### config.mk
export PLATFORM = sky130hd
export DESIGN_NAME = queue_serializer_flat
export DESIGN_NICKNAME = d
export VERILOG_FILES = /design/src/rtl/queue_serializer_if.sv /design/src/rtl/queue_serializer.sv /design/src/flat_wrapper.sv
export SDC_FILE = /design/constraint.sdc
export NUM_CORES = 1
export LEC_CHECK = 0
export CORE_MARGIN = 4
export CORE_UTILIZATION = 45
export DETAILED_ROUTE_END_ITERATION = 8
export HOLD_SLACK_MARGIN = 0.06
export PLACE_DENSITY = 0.85
export SYNTH_ARGS = -nofsm -noshare
export SYNTH_HDL_FRONTEND = slang
export SYNTH_SLANG_ARGS = --single-unit
### constraint.sdc
create_clock -name clock_10 -period 3 [get_ports clock_10]
set_clock_uncertainty 0.15 [all_clocks]
set_input_delay 0.3 -clock clock_10 [delete_from_list [all_inputs] [get_ports clock_10]]
set_output_delay 0.3 -clock clock_10 [all_outputs]
set_load 0.005 [all_outputs]
### src/rtl/queue_serializer_if.sv
// queue_serializer_if: queue dequeue port plus serial bit handshake
// slave modport is the serializer side, master is the queue/sink side
interface queue_serializer_if;
  logic [3:0] len_in;
  logic [7:0] data_in;
  logic       deq_out;
  logic       ready_in;
  logic       data_out;
  logic       valid_out;
  logic       last_out;
  logic       busy_out;
  logic [7:0] count_out;

  modport slave (
    input  len_in,
    input  data_in,
    input  ready_in,
    output deq_out,
    output data_out,
    output valid_out,
    output last_out,
    output busy_out,
    output count_out
  );

  modport master (
    output len_in,
    output data_in,
    output ready_in,
    input  deq_out,
    input  data_out,
    input  valid_out,
    input  last_out,
    input  busy_out,
    input  count_out
  );
endinterface

### src/rtl/queue_serializer.sv
// queue_serializer: pops bytes from the queue, shifts them out MSB-first
// QUEUE_SERIALIZER_PARITY_EN appends an even-parity bit (9-bit frames)
module queue_serializer (
  input logic               clock_10,
  input logic               reset,
  queue_serializer_if.slave bus
);

`ifdef QUEUE_SERIALIZER_PARITY_EN
  localparam logic [3:0] LP_LAST = 4'd8;
`else
  localparam logic [3:0] LP_LAST = 4'd7;
`endif

  typedef enum logic [1:0] {
    IDLE  = 2'd0,
    DEQ   = 2'd1,
    LOAD  = 2'd2,
    SHIFT = 2'd3
  } state_t;

  state_t     r_state;
  state_t     w_next;
  logic [7:0] r_shreg;
  logic       r_par;
  logic [3:0] r_bitcnt;
  logic [7:0] r_count;
  logic       w_xfer;
  logic       w_final;
  logic       w_pend;
  logic       w_par;

  assign w_pend  = |bus.len_in;
  assign w_xfer  = (r_state == SHIFT) & bus.ready_in;
  assign w_final = w_xfer & (r_bitcnt == LP_LAST);

`ifdef QUEUE_SERIALIZER_PARITY_EN
  assign w_par = ^bus.data_in;
`else
  assign w_par = 1'b0;
`endif

  // state register
  always_ff @(posedge clock_10 or posedge reset) begin
    if (reset) r_state <= IDLE;
    else       r_state <= w_next;
  end

  // next-state decode
  always_comb begin
    w_next = r_state;
    unique case (r_state)
      IDLE:  if (w_pend) w_next = DEQ;
      DEQ:   w_next = LOAD;
      LOAD:  w_next = SHIFT;
      SHIFT: if (w_final) w_next = w_pend ? DEQ : IDLE;
      default: w_next = IDLE;
    endcase
  end

  // shift register, bit counter, frame counter
  always_ff @(posedge clock_10 or posedge reset) begin
    if (reset) begin
      r_shreg  <= 8'd0;
      r_par    <= 1'b0;
      r_bitcnt <= 4'd0;
      r_count  <= 8'd0;
    end else begin
      if (r_state == LOAD) begin
        r_shreg  <= bus.data_in;
        r_par    <= w_par;
        r_bitcnt <= 4'd0;
      end else if (w_xfer) begin
        // parity bit trails the data bits into shreg[7]
        r_shreg  <= {r_shreg[6:0], r_par};
        r_bitcnt <= r_bitcnt + 4'd1;
      end
      if (w_final) r_count <= r_count + 8'd1;
    end
  end

  assign bus.deq_out   = (r_state == DEQ);
  assign bus.valid_out = (r_state == SHIFT);
  assign bus.data_out  = (r_state == SHIFT) & r_shreg[7];
  assign bus.last_out  = (r_state == SHIFT) & (r_bitcnt == LP_LAST);
  assign bus.busy_out  = (r_state != IDLE);
  assign bus.count_out = r_count;

endmodule

### src/flat_wrapper.sv
// flat-port wrapper written by rule: the top's interface ports become plain ports
module queue_serializer_flat 
  (clock_10, reset, bus_len_in, bus_data_in, bus_ready_in, bus_deq_out, bus_data_out, bus_valid_out, bus_last_out, bus_busy_out, bus_count_out);
  queue_serializer_if bus_i ();
  input logic clock_10;
  input logic reset;
  input wire logic [$bits(bus_i.len_in)-1:0] bus_len_in;
  input wire logic [$bits(bus_i.data_in)-1:0] bus_data_in;
  input wire logic [$bits(bus_i.ready_in)-1:0] bus_ready_in;
  output wire logic [$bits(bus_i.deq_out)-1:0] bus_deq_out;
  output wire logic [$bits(bus_i.data_out)-1:0] bus_data_out;
  output wire logic [$bits(bus_i.valid_out)-1:0] bus_valid_out;
  output wire logic [$bits(bus_i.last_out)-1:0] bus_last_out;
  output wire logic [$bits(bus_i.busy_out)-1:0] bus_busy_out;
  output wire logic [$bits(bus_i.count_out)-1:0] bus_count_out;
  assign bus_i.len_in = bus_len_in;
  assign bus_i.data_in = bus_data_in;
  assign bus_i.ready_in = bus_ready_in;
  assign bus_deq_out = bus_i.deq_out;
  assign bus_data_out = bus_i.data_out;
  assign bus_valid_out = bus_i.valid_out;
  assign bus_last_out = bus_i.last_out;
  assign bus_busy_out = bus_i.busy_out;
  assign bus_count_out = bus_i.count_out;
  queue_serializer u_core (.clock_10(clock_10), .reset(reset), .bus(bus_i));
endmodule
* After elaboration in Yosys (flattened, before gate mapping) *
Index checks and enable logic that the tools add are counted.
Widths: inputs -> output; s select.

word-level totals
  bits of input ports = 15
  output and inout bits = 13
  logic and storage cells = 29
  register bits = 22

cells by class
  eq/ne operators = 6
  $add $sub $neg = 2
  mux-type cells = 8
  bitwise logic cells = 4
  reductions and logical operators = 5

operator list
  operator             count
  $mux 8               2
  $add 8x1->8 const B  1
  $mux 4               2
  $pmux 2 s4           1
  $add 4x1->4 const B  1
  $and 1x1->1          4
  $eq 2x2->1 const B   2
  $eq 4x3->1 const B   1
  $mux 2               2
  $ne 2x1->1 const B   2
  $reduce_bool 2->1    2
  $reduce_or 4->1      1
  $eq 2x1->1 const B   1
  $logic_not 2->1      1
  $reduce_and 2->1     1
  $mux 1               1

* Longest topological paths before layout *
Gate-level depths: netlist of run 1.

  depth after elaboration = 5
  depth in mapped cells = 6
  depth with buffers taken out = 5

* Least setup slack after synthesis of run 1 *
Ideal clock, no wire load.

  path kind = reg-to-reg
  start point = reg u_core.r_state[1]
  end point = reg u_core.r_count[1] (netlist: u_core.bus.count_out[1])
  setup slack = 1.392 ns
  data required time = 2.725 ns
  library setup time = 0.125 ns
  cell stages (with the launch flop) = 6
  period minus slack after synthesis = 1.608 ns
  path buffers = 1
  arrival time = 1.333 ns
  cells stage by stage = dfrtp_1 > ha_1 > buf_4 > nand2_2 > nor2_1 > mux2_2

on the way
  cells in the longest elaborated chain, start to end = 3

ends and longest elaborated chain
  item                    RTL line                source
  from (decl)             queue_serializer.sv:22  state_t r_state;
  from (signal assigned)  queue_serializer.sv:46  else r_state <= w_next;
  $eq 2x2->1              -
  via bus_valid_out       flat_wrapper.sv:12      output wire logic [$bits(bus_i.valid_out)-1:0] bus_valid_out;
  $and 1x1->1             queue_serializer.sv:34  assign w_xfer = (r_state == SHIFT) & bus.ready_in;
  $and 1x1->1             queue_serializer.sv:35  assign w_final = w_xfer & (r_bitcnt == LP_LAST);
  to (signal assigned)    queue_serializer.sv:78  if (w_final) r_count <= r_count + 8'd1;
  to (decl)               queue_serializer.sv:27  logic [7:0] r_count;

The timed path passes the listed nets, and every way through them passes these cells.
A chain may end at the register's enable or synchronous reset.

* Worst setup path in the final report of run 1 *
  start point = reg u_core.r_state[1]
  end point = out bus_data_out

on the way
  cells in the longest elaborated chain, start to end = 2

ends and longest elaborated chain
  item         RTL line                source
  $eq 2x2->1   queue_serializer.sv:84  assign bus.data_out = (r_state == SHIFT) & r_shreg[7];
  $and 1x1->1  queue_serializer.sv:84
  to (decl)    flat_wrapper.sv:11      output wire logic [$bits(bus_i.data_out)-1:0] bus_data_out;

Every way passes these cells.

==> results.py, run 1 <==
metrics = {
    "worst_setup_path": {
        "critical_path.max_stage_delay_ns": 0.50,
        "r2r_setup_slack_ns": 1.02,
        "cp.required_ns": 2.55,
        "worstSetupPathType": "reg2out",
        "r2r_start": "u_core.r_state[1]",
        "crit_arrival_ns": 1.79,
        "worst-path-max-fanout": 9,
        "setup.worst_path.end": "bus_data_out",
        "worst_r2r_path_depth": 4,
        "timing.rr.end": "u_core.bus.count_out[1]",
        "path_cells": "ha_1 -> and2_1 -> clkdlybuf4s50_1",
        "slowest_stage": "clkdlybuf4s50_1",
        "cp-start-kind": "flop",
        "crit_path_end_kind": "primary output",
        "worstSetupStartpoint": "u_core.r_state[1]",
    },
    "routing": {
        "viasPerCell": 5.258,
        "first_pass_iters": 4,
        "num_vias": 857,
        "ant_nets": 0,
        "wl_met3_microns": 94,
        "wl_met1_microns": 911,
        "highest_layer": "met4",
        "wl_per_cell_microns": 12.66,
        "drt_wl_total_microns": 2064,
        "wl_met2_microns": 1031,
        "drc_errors": 0,
        "drtIter0Drc": 12,
    },
    "sta": {
        "relSlewSlack": 0.4539,
        "finalCriticalPeriod_ns": 2.243,
        "final_max_slew_viol_count": 0,
        "setup_viol": 0,
        "fin_tns_setup_ns": 0,
        "clock.fmax_mhz": 445.7,
        "rsz0062_at_grt": "no",
        "fin_crit_sh": 0.7478,
        "hold_viol_final": 0,
        "worst_pin_slew_ns": 0.8182,
        "fin_ws_ns": 0.7566,
        "holdWs_ns": 0.2864,
    },
    "placement": {
        "port_buffers": 27,
        "gp_congestion": 0.7825,
        "dpl.hpwl_microns": 1607,
        "place_ws_ns": 0.9988,
    },
    "global_route": {
        "grt_pass1_wl_microns": 3539,
        "grt_pass1_vias": 805,
        "grt.overflow.total": 0,
        "grt_max_degree": 23,
        "track_usage": 0.1359,
        "antenna_found_initial": 0,
    },
    "cts": {
        "cts_tree": "done",
        "postCtsHoldBufs": 0,
        "cts_root_buffer": "clkbuf_4",
        "cts-htree-levels": 1,
        "clockBufferDepth": 2,
        "cts_made_buffers": 3,
        "post_cts_resized": 0,
        "clkLatencyLatePin_ns": 0.30,
        "clock-sinks": 22,
        "clkSlewWorstSetupHoldPaths_ns": 0.12,
        "cts_setup_buffers": 0,
    },
    "layout": {
        "num-nets-final": 158,
        "fin_util": 0.6276,
        "antenna_cells": 0,
        "drive_gt1_frac": 0.06667,
        "area_growth_pct": 27.66,
    },
    "logic_synthesis": {
        "syn_area_per_cell_sq_um": 10.55,
        "synth_nets": 130,
        "synth-seq-cells": 22,
        "ys.flop_type": "dfrtp_1",
        "synth_area_sq_um": 1140,
        "synthCells": 108,
        "synth_cell_types": 27,
        "yosysSeqAreaShare": 0.4830,
        "yosys_warnings": 0,
        "synth_edf_count": 0,
        "synth-async-reset-ratio": 1.000,
    },
    "power_and_ir_drop": {
        "ir_drop_mv": 0.5552,
        "leakagePower_nw": 0.7307,
        "powerDensity_nw_per_um2": 686.2,
    },
    "die": {
        "die_y_microns": 58.33,
        "pin_count": 28,
        "start_util": 0.4916,
        "die_area_sq_um": 3402,
        "design.core.area_sq_um": 2318,
        "die_w_microns": 58.33,
        "placementRows": 17,
    },
    "status": {
        "outcome": "finished clean",
    },
    "min_path": {
        "worstHoldPathType": "in2async",
    },
    "run": {
        "max_cap_violations": 0,
    },
}
## area by class of cell
class,instances,area (sq um)
Fill cell,185,863.3
Inverter,6,22.52
Multi-Input combinational cell,76,540.5
Timing Repair Buffer,27,270.3
Clock buffer,4,36.28
Sequential cell,22,550.5
Tap cell,28,35.03
## layout by cell type (no fill, tap or decap), types with 2 or more instances in the layout
cell type	instances
nand3_1	6
nand2_1	11
ha_1	7
nor2_1	6
a21oi_1	2
dfrtp_1	22
xor2_1	9
o21ai_0	9
inv_1	6
mux2_2	2
clkbuf_4	3
clkdlybuf4s50_1	27
nor4_1	3
mux2i_1	7
nor3_1	3
## report_power, final
part           switching [mW]  internal (mW)
clock                  0.0884         0.0741
sequential             0.0564          0.379
combinational           0.202          0.199
## through the flow
step                power [mW]  cells  area (sq um)
finish                  0.9986    163          1455
detailed placement      0.8508    159          1419
global placement        0.8236    159          1419
CTS                      1.012    163          1455
floorplan               0.7178    108          1140
global route             1.087    163          1455
## how the worst min path moves through the flow
stage                                    endpoint  slack (ns)  cells after the start
after floorplan           u_core.bus.count_out[0]        0.14                      1
after global placement    u_core.bus.count_out[7]        0.31                      1
after detailed placement  u_core.bus.count_out[7]        0.31                      1
after CTS                       u_core.r_shreg[3]        0.31                      2
after global routing            u_core.r_shreg[6]        0.35                      2
final                     u_core.bus.count_out[0]        0.29                      2
## Yosys cell counts (2+ instances only)
cell	count	share of area
a21oi_1	2	0.0088
clkbuf_1	2	0.0066
dfrtp_1	22	0.48
ha_1	7	0.077
inv_1	6	0.020
mux2_2	2	0.020
mux2i_1	7	0.061
nand2_1	11	0.036
nand3_1	6	0.026
nor2_1	6	0.020
nor3_1	3	0.013
nor4_1	3	0.016
o21ai_0	9	0.040
xor2_1	9	0.069
## state kept, by name, indices dropped and copies added (netlist names)
| name | cells |
|---|---|
| u_core.bus.count_out | 8 |
| u_core.r_bitcnt | 4 |
| u_core.r_shreg | 8 |
| u_core.r_state | 2 |
## critical path: cells and delay by family, from the launching register on
family / cells / cell delay, ns
DFF: 1 / 0.43
buffers and inverters: 1 / 0.50
adders and majority gates: 1 / 0.35
and+or+nand+nor: 1 / 0.20
## per-layer routing
layer / vias up / GRT usage
met4: 0 / 0.04967
met3: 5 / 0.03947
li1: 423 / -
met5: - / 0
met1: 407 / 0.1692
met2: 22 / 0.2233
## cells by family after synthesis
| kind of cell | count (synthesis) | synth area share |
|---|---|---|
| compound gates | 14 | 0.07135 |
| xor+xnor | 9 | 0.06916 |
| fa+ha+maj | 7 | 0.07684 |
| buf+inv | 10 | 0.04281 |
| flops | 22 | 0.4830 |
| mux | 9 | 0.08123 |
| simple gates | 37 | 0.1756 |
Note: power is estimated with default switching activity, not from simulation.
==> run 2, diff against run 1 <==
- clock period: 3 -> 2.2 ns (I/O delays scaled with it)
==> results.py, run 2 (synthesis results as in run 1) <==
metrics = {
    "status": {
        "outcome": "finished clean",
    },
    "cts": {
        "cts-htree-levels": 1,
        "postCtsHoldBufs": 0,
        "cts_made_buffers": 3,
        "clockBufferDepth": 2,
        "cts_root_buffer": "clkbuf_4",
        "clkLatencyLatePin_ns": 0.31,
        "clock-sinks": 22,
        "cts_tree": "done",
        "cts_setup_buffers": 0,
        "clkSlewWorstSetupHoldPaths_ns": 0.12,
    },
    "layout": {
        "drive_gt1_frac": 0.09489,
        "num-fill-cells": 190,
        "area_growth_pct": 31.17,
        "fin_util": 0.6449,
        "num-nets-final": 160,
        "layout_commonest_cell": "clkdlybuf4s50_1",
        "post_layout_nonfiller_instances": 165,
        "antenna_cells": 0,
        "final_cell_mix": "27 x clkdlybuf4s50_1, 22 x dfrtp_1, 11 x nand2_1, 9 x o21ai_0, 9 x xor2_1",
    },
    "sta": {
        "clock.fmax_mhz": 485.0,
        "setup_viol": 0,
        "final_max_slew_viol_count": 0,
        "fin_tns_setup_ns": 0,
        "fin_crit_sh": 0.9372,
        "finalCriticalPeriod_ns": 2.062,
        "relSlewSlack": 0.6361,
        "rsz0062_at_grt": "no",
        "worst_pin_slew_ns": 0.5459,
        "hold_viol_final": 0,
    },
    "routing": {
        "drc_errors": 0,
        "ant_nets": 0,
        "drtIter0Drc": 4,
        "drt_wl_total_microns": 2114,
        "num_vias": 854,
        "first_pass_iters": 4,
        "wl_per_cell_microns": 12.81,
        "viasPerCell": 5.176,
    },
    "worst_setup_path": {
        "r2r_start": "u_core.r_state[0]",
        "cp-start-kind": "flop",
        "slowest_stage": "clkdlybuf4s50_1",
        "crit_arrival_ns": 1.69,
        "cp.required_ns": 1.83,
        "worst_r2r_path_depth": 4,
        "r2r_setup_slack_ns": 0.52,
        "critical_path.max_stage_delay_ns": 0.49,
        "worstSetupPathType": "reg2out",
        "path_cells": "inv_1 -> ha_1 -> inv_1 -> clkdlybuf4s50_1",
        "timing.rr.end": "u_core.r_state[1]",
        "worstSetupStartpoint": "u_core.r_state[0]",
        "crit_path_end_kind": "primary output",
        "worst-path-max-fanout": 5,
        "cp_common_cell": "inv_1",
    },
    "global_route": {
        "antenna_found_initial": 0,
        "track_usage": 0.1460,
        "grt.overflow.total": 0,
        "grt_max_degree": 23,
        "grt_pass1_wl_microns": 3753,
        "grt_pass1_vias": 874,
    },
    "placement": {
        "gp_congestion": 0.7458,
        "dpl.hpwl_microns": 1655,
        "port_buffers": 27,
        "dp_cells": 161,
    },
    "run": {
        "max_cap_violations": 0,
    },
    "die": {
        "die_area_sq_um": 3402,
        "pin_count": 28,
        "placementRows": 17,
        "die_y_microns": 58.33,
        "design.core.area_sq_um": 2318,
        "start_util": 0.4916,
        "die_w_microns": 58.33,
    },
    "power_and_ir_drop": {
        "powerDensity_nw_per_um2": 939.7,
        "leakagePower_nw": 0.7384,
        "ir_drop_mv": 0.5357,
    },
    "min_path": {
        "worstHoldPathType": "in2async",
    },
}
run 2: cell types whose count changed in the layout (fill, tap and decap cells not counted), sizes merged:
cell / change
buf: +2
run 2: how the worst max path moves through the flow:
stage                              endpoint  depth (start not counted)  slack, ns
CTS                            bus_data_out                          3      0.003
floorplan           u_core.bus.count_out[1]                          5       0.59
finish                         bus_busy_out                          4       0.14
detailed placement        u_core.r_state[1]                          4       0.38
global route                   bus_last_out                          4       0.01
global placement               bus_data_out                          3       0.42
run 2: metal layers:
| layer | up-vias | part of all wire | global-route usage | routed length (microns) |
|---|---|---|---|---|
| met5 | - | 0 | 0 | 0 |
| met4 | 0 | 0.027 | 0.1026 | 57 |
| met3 | 6 | 0.041 | 0.02193 | 86 |
| met2 | 16 | 0.51 | 0.2360 | 1082 |
| met1 | 405 | 0.42 | 0.1771 | 887 |
| li1 | 427 | - | - | - |
run 2: stage by stage:
| step | hold WS [ns] | power (mW) | setup slack, ns | instance area, sq um |
|---|---|---|---|---|
| 2_1_floorplan | 0.05923 | 0.9789 | 0.5924 | 1140 |
| 3_3_place_gp | 0.3059 | 1.133 | 0.4212 | 1434 |
| 3_5_place_dp | 0.3105 | 1.167 | 0.3799 | 1434 |
| 4_1_cts | 0.06984 | 1.393 | 0.003259 | 1470 |
| 5_1_grt | 0.09954 | 1.538 | 0.009992 | 1495 |
| 6_report | 0.06616 | 1.405 | 0.1382 | 1495 |
run 2: cell type report:
type / count / area [sq um] / share of cell area
sequential: 22 / 550.5 / 0.3682
tap: 28 / 35.03 / 0.02343
timing repair buffer: 29 / 285.3 / 0.1908
clock buffer: 4 / 36.28 / 0.02427
multi-input combinational: 76 / 565.5 / 0.3782
inverter: 6 / 22.52 / 0.01506
run 2: power breakdown:
group          internal, mW  total (mW)  switching [mW]  leakage [nW]
Sequential            0.516       0.609          0.0925         0.288
Combinational         0.296       0.573           0.278         0.429
Clock                 0.101       0.223           0.122        0.0210
Total                 0.913        1.41           0.492         0.738
run 2: critical path: cells and delay by family (launching register included):
family | cells | cell delay (ns)
adder cells (fa/ha/maj) | 1 | 0.26
buffers and inverters | 3 | 0.68
flip-flops | 1 | 0.44
run 2: timing repair:
item                                   CTS  global route
gates resized for setup                  0             4
endpoints found under the hold margin    0             0
setup endpoints to repair                0             2
